`src/rtl/nibble_pkg.sv`:
```
// Shared constants for the nibble adder datapath.
package nibble_pkg;

  // Nibble width, and the width of a nibble sum with its carry-out.
  localparam int NIBBLE_W = 4;
  localparam int SUM_W    = NIBBLE_W + 1;

  // Nibble select encoding for ctrl.
  localparam logic SEL_LO = 1'b0;
  localparam logic SEL_HI = 1'b1;

endpackage : nibble_pkg

```
`src/rtl/nibble_rca.sv`:
```
// Combinational ripple-carry adder built from explicit full-adder cells.
// The carry chain is visible bit by bit instead of being folded into a '+'.
module nibble_rca #(
  parameter int NIBBLE_W = 4
) (
  input  logic [NIBBLE_W-1:0] a,
  input  logic [NIBBLE_W-1:0] b,
  input  logic                cin,
  output logic [NIBBLE_W-1:0] sum,
  output logic                cout
);

  // carry[i] is the carry into bit i; carry[NIBBLE_W] leaves the adder.
  logic [NIBBLE_W:0] carry;

  assign carry[0] = cin;

  // One full-adder cell per bit, each feeding its carry to the next.
  for (genvar i = 0; i < NIBBLE_W; i++) begin : g_fa
    assign sum[i]     = a[i] ^ b[i] ^ carry[i];
    assign carry[i+1] = (a[i] & b[i]) | (carry[i] & (a[i] ^ b[i]));
  end

  assign cout = carry[NIBBLE_W];

endmodule : nibble_rca

```
`src/rtl/nibble_add.sv`:
```
// Registered nibble adder: selects the low or high nibbles of A and B,
// adds them with a ripple-carry chain and registers {carry, sum}.
module nibble_add #(
  parameter int NIBBLE_W = nibble_pkg::NIBBLE_W
) (
  input  logic                  clk,
  input  logic                  rst_n,
  input  logic [2*NIBBLE_W-1:0] A,
  input  logic [2*NIBBLE_W-1:0] B,
  input  logic                  ctrl,
  output logic [NIBBLE_W:0]     q
);

  import nibble_pkg::SEL_HI;

  logic [NIBBLE_W-1:0] a_sel;
  logic [NIBBLE_W-1:0] b_sel;
  logic [NIBBLE_W-1:0] sum;
  logic                cout;

  // Operand mux: pick the nibble pair named by ctrl from the current operands.
  // NOTE: defaults are assigned first so every path drives a_sel/b_sel and
  // no latch is inferred.
  always_comb begin
    a_sel = A[NIBBLE_W-1:0];
    b_sel = B[NIBBLE_W-1:0];
    if (ctrl == SEL_HI) begin
      a_sel = A[2*NIBBLE_W-1:NIBBLE_W];
      b_sel = B[2*NIBBLE_W-1:NIBBLE_W];
    end
  end

  // Unsigned add with no carry-in; the carry-out becomes the top result bit.
  nibble_rca #(
    .NIBBLE_W (NIBBLE_W)
  ) u_rca (
    .a    (a_sel),
    .b    (b_sel),
    .cin  (1'b0),
    .sum  (sum),
    .cout (cout)
  );

  // Result register, cleared asynchronously while rst_n is low.
  // NOTE: non-blocking assignment so q updates as a true flop.
  always_ff @(posedge clk or negedge rst_n) begin
    if (!rst_n) begin
      q <= '0;
    end else begin
      q <= {cout, sum};
    end
  end

endmodule : nibble_add

```
`config.mk`:
```
export PLATFORM = sky130hd
export DESIGN_NAME = nibble_add
export DESIGN_NICKNAME = d
export VERILOG_FILES = /design/src/rtl/nibble_pkg.sv /design/src/rtl/nibble_rca.sv /design/src/rtl/nibble_add.sv
export SDC_FILE = /design/constraint.sdc
export NUM_CORES = 1
export LEC_CHECK = 0
export ABC_AREA = 1
export CAP_MARGIN = 15
export CORE_AREA = 5 5 42 44
export DETAILED_ROUTE_END_ITERATION = 6
export DIE_AREA = 0 0 47 49
export GPL_TIMING_DRIVEN = 0
export MAX_ROUTING_LAYER = met4
export SYNTH_ARGS = -nofsm -noshare
export SYNTH_HDL_FRONTEND = slang
export SYNTH_SLANG_ARGS = --single-unit
```
`constraint.sdc`:
```
create_clock -name clk -period 1.2 [get_ports clk]
set_clock_uncertainty 0.15 [all_clocks]
set_input_delay 0.18 -clock clk [delete_from_list [all_inputs] [get_ports clk]]
set_output_delay 0.18 -clock clk [all_outputs]
set_load 0.01 [all_outputs]
```
==> flow_metrics.tcl <==
set metrics [dict create \
    synth_xor_area_share_pct 0 \
    layout.cells.non_filler 95 \
    crit_top_cell "inv_2" \
    ys_ff_latch 5 \
    drive_gt1_share_pct 36.7 \
    n_antenna_cell 0 \
    htree_num_levels 1 \
    numPortBuffers 22 \
    period_needed_ps 1740 \
    final-setup-viol-count 3 \
    core_area_sq_um 1400 \
    grt_overflow 0 \
    required_ps 1180 \
    area_growth_pct 103 \
    grt_pass1_wl_um 1130 \
    ys_seq_area_share_pct 35.2 \
    worstMarginPinSlew_ps 213 \
    dp_hpwl_um 587 \
    reg_top3 "q (5)" \
    antenna_found_initial 0 \
    fin_area_sq_um 722 \
    ctsLongestPathBuffers 2 \
    cp_slowest_cell "fa_1" \
    drv_slew 0 \
    p_leak_nw 0.393 \
    die_x_um 47 \
    violations "setup timing" \
    routed_via_density 3.78 \
    cp.arrival_ps 1720 \
    final_hold_viol_count 0 \
    dr.pass1.iters 3 \
    grtUsageTotal_pct 7.35 \
    synth_cells 49 \
    crit_path_start_kind "input pin" \
    path_class "input pin to flip-flop" \
    synth_top_family_by_area "simple AND/OR/NAND/NOR gates" \
    synthMuxAreaShare_pct 0 \
    syn_nets 72 \
    largest_register_ffs 5 \
    gp_congestion 0.661 \
    synth_compound_area_share_pct 0 \
    grt_pass1_vias 330 \
    nFillCells 149 \
    dieArea_sq_um 2300 \
    avgRoutedWirePerCell_um 8.58 \
    top_register "q" \
    die_h_um 49 \
    dp.cells 87 \
    outcome "finished, violations left" \
    power.density_nw_per_um2 908 \
    antenna_left 0 \
    row_count 14 \
    crit_chain "buf_12, nand2_1, nand2_4, ha_4, inv_2, fa_2, inv_2, fa_2, inv_2, fa_1, inv_1" \
    vias 359 \
    slew_headroom_pct 85.8 \
    critPathMaxStageDelay_ps 470 \
    clock-sinks 5 \
    drt_iter0_drc 2 \
    path_clk_slew_ps 40 \
    clock.fmax_ghz 0.576 \
    crit_fanout 5 \
    synth_simple_gate_area_share_pct 25.4 \
    end_kind "flip-flop" \
    rsz0062_at_grt "yes" \
    yosysUniqueCellTypes 7 \
    cts_tree "built" \
    setup_tns_ps -1180 \
    peakVddDrop_v 0.000288 \
    yosys.area_share.adder_pct 20.4 \
    final_util_pct 51.5 \
    grt_max_degree 6 \
    io_pins 24 \
    place_area_sq_um 619 \
    yosys_warnings 0 \
    avgSynthCellArea_sq_um 7.25 \
    place_ws_ps -1110 \
    hold_class "input pin to asynchronous set/reset pin" \
    netlist_area_sq_um 355 \
    ctsHoldBuffers 0 \
    initial_core_util_pct 25.4 \
    cts_root_buffer "clkbuf_4" \
    cap_violations 0 \
    finalCritPeriodShare_pct 145 \
    drc_errors 0 \
    layout.nets 103 \
    finalWorstSetupSlack_ps -535 \
    cts_buffers 3 \
    wl_um 815 \
]
-- cell type report --
cell class	instances	area (sq um)	area share, %
Multi-Input combinational cell	28	233	32.2
Timing Repair Buffer	26	229	31.7
Sequential cell	5	125	17.3
Inverter	15	68.8	9.53
Clock buffer	4	26.3	3.64
Buffer	1	20.0	2.77
Tap cell	16	20.0	2.77
-- layout by cell type (no fill, tap or decap) --
cell type        count
inv_2                4
inv_1               10
buf_2                2
nand2_4              6
dlygate4sd2_1        4
clkinv_8             1
buf_6                1
clkbuf_1             1
buf_12               1
fa_2                 2
nand2_2              3
clkbuf_4             3
clkdlybuf4s15_1      5
buf_4                3
dfrtp_1              5
ha_4                 1
clkdlybuf4s50_1      9
fa_1                 1
clkbuf_2             2
nand2_1             15
-- cell usage after synthesis (all sizes together) --
| cell type | instances | share of area, % |
|---|---|---|
| buf | 1 | 3.2 |
| dfrtp | 5 | 35 |
| fa | 3 | 17 |
| ha | 1 | 3.5 |
| inv | 15 | 16 |
| nand2 | 24 | 25 |
-- per-stage QoR --
stage | hold WS (ps) | total power [mW]
floorplan | -266 | 0.317
global placement | 257 | 0.454
detailed placement | 267 | 0.458
CTS | 8.20 | 0.636
global route | 12.2 | 0.722
finish | 7.37 | 0.656
-- worst max-delay path: cells and delay by family --
family	cells	cell delay (ps)
buf+inv	5	260
fa+ha+maj	4	1090
simple gates	2	180
-- report_power, final --
part           switching, mW  internal (mW)  total [mW]  leakage, nW
logic                  0.113          0.140       0.253        0.319
clock network         0.0644          0.125       0.190       0.0150
registers            0.00801          0.205       0.213       0.0583
-- cells by family after synthesis --
logic type	after synthesis
DFF	5
and+or+nand+nor	24
adders and majority gates	4
buffers and inverters	16
-- final timing paths --
kind	start	endpoint	cells past startpoint
worst max-delay path	ctrl	q[3]$_DFF_PN0_	11
worst min-delay path	rst_n	q[2]$_DFF_PN0_	1
max in group asynchronous	rst_n	q[1]$_DFF_PN0_	1
min in group clk	B[0]	q[0]$_DFF_PN0_	4
-- timing repair --
action / in CTS / in global routing
pin swaps: 12 / 9
setup buffers: 4 / 0
endpoints found under the setup margin: 9 / 7
resized for setup: 25 / 21
-- layer usage --
metal,share of wire (%),up-vias,GRT usage (%)
met4,0,0,8.29
met2,54,19,10.9
met3,13,0,1.11
li1,-,191,-
met1,33,149,7.19
met5,0,-,-
Note: power is estimated with default switching activity, not from simulation.
